$ cat src/rtl/event_indicator.sv
// event_indicator: stretches single-cycle event pulses into fixed-width
// LED/buzzer pulses, with a minimum dark gap between consecutive pulses.
// Events that arrive while a pulse is shown are queued when PULSE_QUEUE_EN
// is defined; otherwise they are discarded and reported on dropped.
//
// state | meaning
// ------+----------------------------------------------------------
// IDLE  | no pulse in progress, led_out low, waiting for event_in
// ON    | led_out high, timer counts 0..ON_CYCLES-1
// GAP   | led_out forced low, timer counts 0..OFF_CYCLES-1; on the last
//       | cycle either replay a queued event, take a fresh one, or go IDLE
module event_indicator #(
   parameter int unsigned ON_CYCLES  = 25_000_000,
   parameter int unsigned OFF_CYCLES = 12_500_000,
   parameter int unsigned QUEUE_MAX  = 7,
   parameter int unsigned CNT_W      = 25,
   localparam int unsigned PEND_W    = $clog2(QUEUE_MAX + 1)
) (
   input  logic              clk_in,
   input  logic              rst_n,
   input  logic              event_in,
   output logic              led_out,
   output logic              busy,
   output logic [PEND_W-1:0] pending,
   output logic              dropped
);

   typedef enum logic [1:0] {
      ST_IDLE = 2'd0,
      ST_ON   = 2'd1,
      ST_GAP  = 2'd2
   } state_t;

   localparam logic [CNT_W-1:0] ON_LAST  = CNT_W'(ON_CYCLES - 1);
   localparam logic [CNT_W-1:0] OFF_LAST = CNT_W'(OFF_CYCLES - 1);

   state_t             state_q, state_d;
   logic [CNT_W-1:0]   timer_q, timer_d;
   logic               led_out_q, led_out_d;
   logic               busy_q, busy_d;
   logic               dropped_q, dropped_d;

   logic               gap_last;
   logic               has_pend;
   logic               ev_busy;

   // The final GAP cycle is where the next pulse (queued or fresh) is chosen.
   assign gap_last = (state_q == ST_GAP) && (timer_q == OFF_LAST);

   // An event that arrives while busy must be queued or dropped, except a
   // fresh event on the last GAP cycle with nothing queued: that one starts
   // the next pulse directly.
   assign ev_busy = event_in && (state_q != ST_IDLE) && !(gap_last && !has_pend);

   // Next-state, timer reload and registered-output decode.
   always_comb begin
      state_d   = state_q;
      timer_d   = timer_q;
      led_out_d = 1'b0;
      busy_d    = 1'b0;
      case (state_q)
         ST_IDLE: begin
            timer_d = '0;
            if (event_in) begin
               state_d = ST_ON;
            end
         end
         ST_ON: begin
            if (timer_q == ON_LAST) begin
               state_d = ST_GAP;
               timer_d = '0;
            end else begin
               timer_d = timer_q + CNT_W'(1);
            end
         end
         ST_GAP: begin
            if (gap_last) begin
               timer_d = '0;
               if (has_pend || event_in) begin
                  state_d = ST_ON;
               end else begin
                  state_d = ST_IDLE;
               end
            end else begin
               timer_d = timer_q + CNT_W'(1);
            end
         end
         default: begin
            state_d = ST_IDLE;
            timer_d = '0;
         end
      endcase
      led_out_d = (state_d == ST_ON);
      busy_d    = (state_d != ST_IDLE);
   end

   // FSM state, timer and output registers.
   always_ff @(posedge clk_in or negedge rst_n) begin
      if (!rst_n) begin
         state_q   <= ST_IDLE;
         timer_q   <= '0;
         led_out_q <= 1'b0;
         busy_q    <= 1'b0;
         dropped_q <= 1'b0;
      end else begin
         state_q   <= state_d;
         timer_q   <= timer_d;
         led_out_q <= led_out_d;
         busy_q    <= busy_d;
         dropped_q <= dropped_d;
      end
   end

`ifdef PULSE_QUEUE_EN
   localparam logic [PEND_W-1:0] PEND_MAX = PEND_W'(QUEUE_MAX);

   logic [PEND_W-1:0] pending_q, pending_d;
   logic              deq;

   assign has_pend = (pending_q != '0);
   assign deq      = gap_last && has_pend;

   // Saturating event counter: a simultaneous enqueue and dequeue cancel out.
   always_comb begin
      pending_d = pending_q;
      dropped_d = 1'b0;
      if (ev_busy && !deq) begin
         if (pending_q == PEND_MAX) begin
            dropped_d = 1'b1;
         end else begin
            pending_d = pending_q + PEND_W'(1);
         end
      end else if (!ev_busy && deq) begin
         pending_d = pending_q - PEND_W'(1);
      end
   end

   // Queue depth register.
   always_ff @(posedge clk_in or negedge rst_n) begin
      if (!rst_n) begin
         pending_q <= '0;
      end else begin
         pending_q <= pending_d;
      end
   end

   assign pending = pending_q;
`else
   // Without a queue every busy-time event is discarded.
   assign has_pend  = 1'b0;
   assign dropped_d = ev_busy;
   assign pending   = '0;
`endif

   assign led_out = led_out_q;
   assign busy    = busy_q;
   assign dropped = dropped_q;

endmodule
$ cat config.mk
export PLATFORM = sky130hd
export DESIGN_NAME = event_indicator
export DESIGN_NICKNAME = d
export VERILOG_FILES = /design/src/rtl/event_indicator.sv
export SDC_FILE = /design/constraint.sdc
export NUM_CORES = 1
export LEC_CHECK = 0
export BUFFER_PORTS_ARGS = -buffer_cell sky130_fd_sc_hd__buf_2
export CORE_MARGIN = 5
export CORE_UTILIZATION = 30
export CTS_BUF_LIST = sky130_fd_sc_hd__clkbuf_16
export DETAILED_ROUTE_END_ITERATION = 10
export SLEW_MARGIN = 20
export SYNTH_ARGS = -nofsm -noshare
export SYNTH_HDL_FRONTEND = slang
export SYNTH_SLANG_ARGS = --single-unit
export TNS_END_PERCENT = 30
$ cat constraint.sdc
create_clock -name clk_in -period 3.5 [get_ports clk_in]
set_input_delay 0.35 -clock clk_in [delete_from_list [all_inputs] [get_ports clk_in]]
set_output_delay 0.35 -clock clk_in [all_outputs]
set_load 0.1 [all_outputs]
Yosys cells after proc, flatten, opt, wreduce, memory -nomap -nowiden
Cells that the tools add are included.
Widths: inputs -> output; s select.
Storage, ports and cells
  word-level logic and storage cells: 26
  bits in registers: 30
Operators by class
  muxes and demuxes: 8
  reductions and logical operators: 7
  equality and inequality tests: 5
  $add $sub $neg: 1
Operators by type and width (number)
  $mux 25: 2
  $pmux 25 s2: 1
  $add 25x1->25 const B: 1
  $eq 25x24->1 const B: 1
  $eq 25x25->1 const B: 1
  $mux 2: 3
  $pmux 2 s3: 1
  $eq 2x1->1 const B: 2
  $reduce_bool 2->1: 2
  $logic_and 1x1->1: 3
  $eq 2x2->1 const B: 1
  $logic_not 2->1: 1
  $logic_not 1->1: 1
  $mux 1: 1

Logic depth before layout (Yosys ltp)
  depth after elaboration: 5
  mapped depth: 8
  depth with buffers taken out: 7

Least setup slack after synthesis
Ideal clock, no wire load.
  path kind: register -> register
  start point: register timer_q[0]
  end point: register timer_q[11]
  stages on the path, launching flop included: 8
  slack: 1.670 ns
  data required time: 3.381 ns
  setup time: 0.119 ns
  arrival time: 1.711 ns
  period minus slack after synthesis: 1.830 ns
  cell sequence: dfrtp_1 > ha_1 > and4_1 > nand2_1 > o31a_1 > o21ai_4 > buf_6 > nor2_1
On the way
  word-level cells in the longest chain between the ends: 4
  elaborated cells between the ends (all ways): 7
RTL lines
  start: declaration: RTL line 38  | logic [CNT_W-1:0] timer_q, timer_d;
  start signal: assignment: RTL line 107  | timer_q <= timer_d;
  parallel branches: the longest is 3 deep, another holds $add 25x1->25
  $pmux 25 s2 (*): RTL line 61  | case (state_q)
  named net timer_d[11]: RTL line 38
Mark *: on every way through the listed nets, which the timed path passes.

Worst setup path after layout
  start point: register timer_q[0]
  end point: register timer_q[24]
Same word-level chain as after synthesis.

==> impl_metrics.tcl <==
set metrics [dict create \
    outcome "finished clean" \
    fill_cells 552 \
    tritoncts "done" \
    ys_types 38 \
    relSlewSlack 0.5558 \
    clk_pin_slew_ns 0.05 \
    postRouteAntennaNets 0 \
    syn_area_per_cell_sq_um 9.914 \
    ir_worst_vdd_v 0.0003875 \
    timing.rr.end "timer_q[24]$_DFF_PN0_" \
    grt_pass1_vias 1238 \
    finish.utilization 0.3454 \
    synthFlopType "dfrtp_1" \
    clockRootBuffer "clkbuf_16" \
    hold_viol_final 0 \
    synth_warnings 0 \
    antenna_found_initial 0 \
    multi_input_area_sq_um 868.3 \
    required_ns 3.63 \
    die_w_um 85.18 \
    drt_iter0_markers 120 \
    gp_congestion 0.7853 \
    num_antenna_cells 0 \
    cts_buffers 5 \
    clk_path_buf_depth 2 \
    end_kind "flip-flop" \
    dp_slack_ns 1.180 \
    cts_hold_buffers 0 \
    overflow 0 \
    min_period_ns 2.318 \
    drt-pass1-iter-count 4 \
    reg2regPathDepth 6 \
    arrival_ns 2.44 \
    worstPathMaxFanout 25 \
    regToRegSetupSlack_ns 1.18 \
    worstSetupPathType "flip-flop to flip-flop" \
    die_h_um 85.18 \
    rsz0062_at_grt "false" \
    start_kind "flip-flop" \
    io_pins 9 \
    reg2reg_from "timer_q[0]$_DFF_PN0_" \
    seqCellArea_sq_um 750.7 \
    placed_cell_area_sq_um 1764 \
    period_share 0.6622 \
    fin_worst_skew_ns 0.005136 \
    grt_pass1_wl_um 5720 \
    ys_seq_area_frac 0.4428 \
    worst_path_largest_cell_delay_ns 0.56 \
    hold_class "primary input to async pin" \
    dp.final_hpwl_um 2312 \
    port-buffer-count 5 \
    ys_async_sr_fraction 1.000 \
    grt_util_all_layers 0.09798 \
    die_area_sq_um 7255 \
    fmax_mhz 431.5 \
    nets 186 \
    dpl.cell_count 243 \
    fin_ws_ns 1.182 \
    synth_area_leader_cell "dfrtp_1" \
    grt_max_degree 31 \
    yosysMostFrequentCell "nor2_1" \
    clock_sinks 30 \
    finalSetupViolCount 0 \
    p_per_area_nw_per_um2 583.1 \
    yosysTopAreaCellShare 0.4428 \
    synthTopCellsByArea "dfrtp_1, nor2_1, xnor2_1, xor2_1, ha_1" \
    maxCapViolCount 0 \
    wirelength_um 3251 \
    netlist_instances 171 \
    crit_slowest_cell "o21ai_4" \
    netlist_area_sq_um 1695 \
    postCtsSetupBuffers 0 \
    p_leak_nw 0.7506 \
    drive_gt1_frac 0.1061 \
    whs_ns 0.1074 \
    core_area_sq_um 5507 \
    drv_slew 0 \
    synth_edf_count 0 \
    setup_tns_ns 0 \
    crit_chain "ha_1 -> and4_1 -> nand2_1 -> o31a_1 -> o21ai_4 -> nor2_1" \
    vias 1223 \
    cts-resized-gates 0 \
    area_growth_pct 12.18 \
    final_cell_count_no_fill 251 \
    cts_max_level 2 \
    drc 0 \
    rows 27 \
    ys_top_cells_by_count "nor2_1, dfrtp_1, xnor2_1" \
    p_total_mw 1.109 \
    ys_ff_latch 30 \
    clkLatencyLatePin_ns 0.28 \
    wl_per_cell_um 12.95 \
    viasPerCell 4.873 \
    final_area_sq_um 1902 \
    worst_slew_pin_slew_ns 0.6663 \
    start_util 0.3079 \
]
==> where the power goes <==
part           leakage [nW]  internal [mW]  switching (mW)
Sequential            0.411          0.379          0.0199
Combinational         0.267         0.0664           0.247
Clock                0.0724          0.256           0.141
==> how the worst max path moves through the flow <==
stage | start | end | slack [ns] | depth (start not counted)
finish | timer_q[0]$_DFF_PN0_ | timer_q[24]$_DFF_PN0_ | 1.18 | 6
global route | timer_q[0]$_DFF_PN0_ | timer_q[20]$_DFF_PN0_ | 1.02 | 6
CTS | timer_q[0]$_DFF_PN0_ | timer_q[10]$_DFF_PN0_ | 1.15 | 6
detailed placement | timer_q[0]$_DFF_PN0_ | timer_q[8]$_DFF_PN0_ | 1.18 | 6
global placement | timer_q[0]$_DFF_PN0_ | timer_q[12]$_DFF_PN0_ | 1.18 | 6
floorplan | timer_q[0]$_DFF_PN0_ | timer_q[11]$_DFF_PN0_ | 1.67 | 7
==> cells in the final DEF, fill, tap and decap left out, types with 4 or more instances in the layout <==
cell	instances
and4_1	4
buf_2	5
clkbuf_16	5
dfrtp_1	30
ha_1	5
inv_1	9
nand2_1	9
nand3_1	10
nand4_1	8
nor2_1	31
nor3_1	5
nor4_2	4
xnor2_1	13
xor2_1	10
==> cell families after synthesis <==
family                   Yosys count  share of synthesized area
AO/OA/AOI/OAI                     12                    0.05979
XOR/XNOR                          23                     0.1188
adder cells (fa/ha/maj)            5                    0.03690
buffers and inverters             15                    0.04944
flip-flops                        30                     0.4428
other                              1                   0.002212
AND/OR/NAND/NOR                   85                     0.2900
==> per-layer routing <==
metal  vias to the layer above  share of wire  track usage
li1                        604              -            -
met1                       592           0.47       0.1175
met2                        24           0.47       0.1610
met3                         3          0.049      0.03592
met4                         0          0.010      0.03453
met5                         -              0            0
==> state kept, by name (all words and copies together), names as in the netlist <==
signal / count
busy: 1
led_out: 1
state_q: 2
timer_q: 25
dropped: 1
==> critical path, delay by kind of cell (launching register included) <==
family / cells / cell delay (ns)
flops: 1 / 0.38
compound gates: 2 / 0.94
fa+ha+maj: 1 / 0.25
simple gates: 3 / 0.59
==> layout make-up <==
class	instances	area share
clock buffer	5	0.06579
clock inverter	3	0.006579
inverter	8	0.01579
multi-input combinational	128	0.4566
sequential	30	0.3947
tap	72	0.04737
timing repair buffer	5	0.01316
Note: power is estimated with default switching activity, not from simulation.
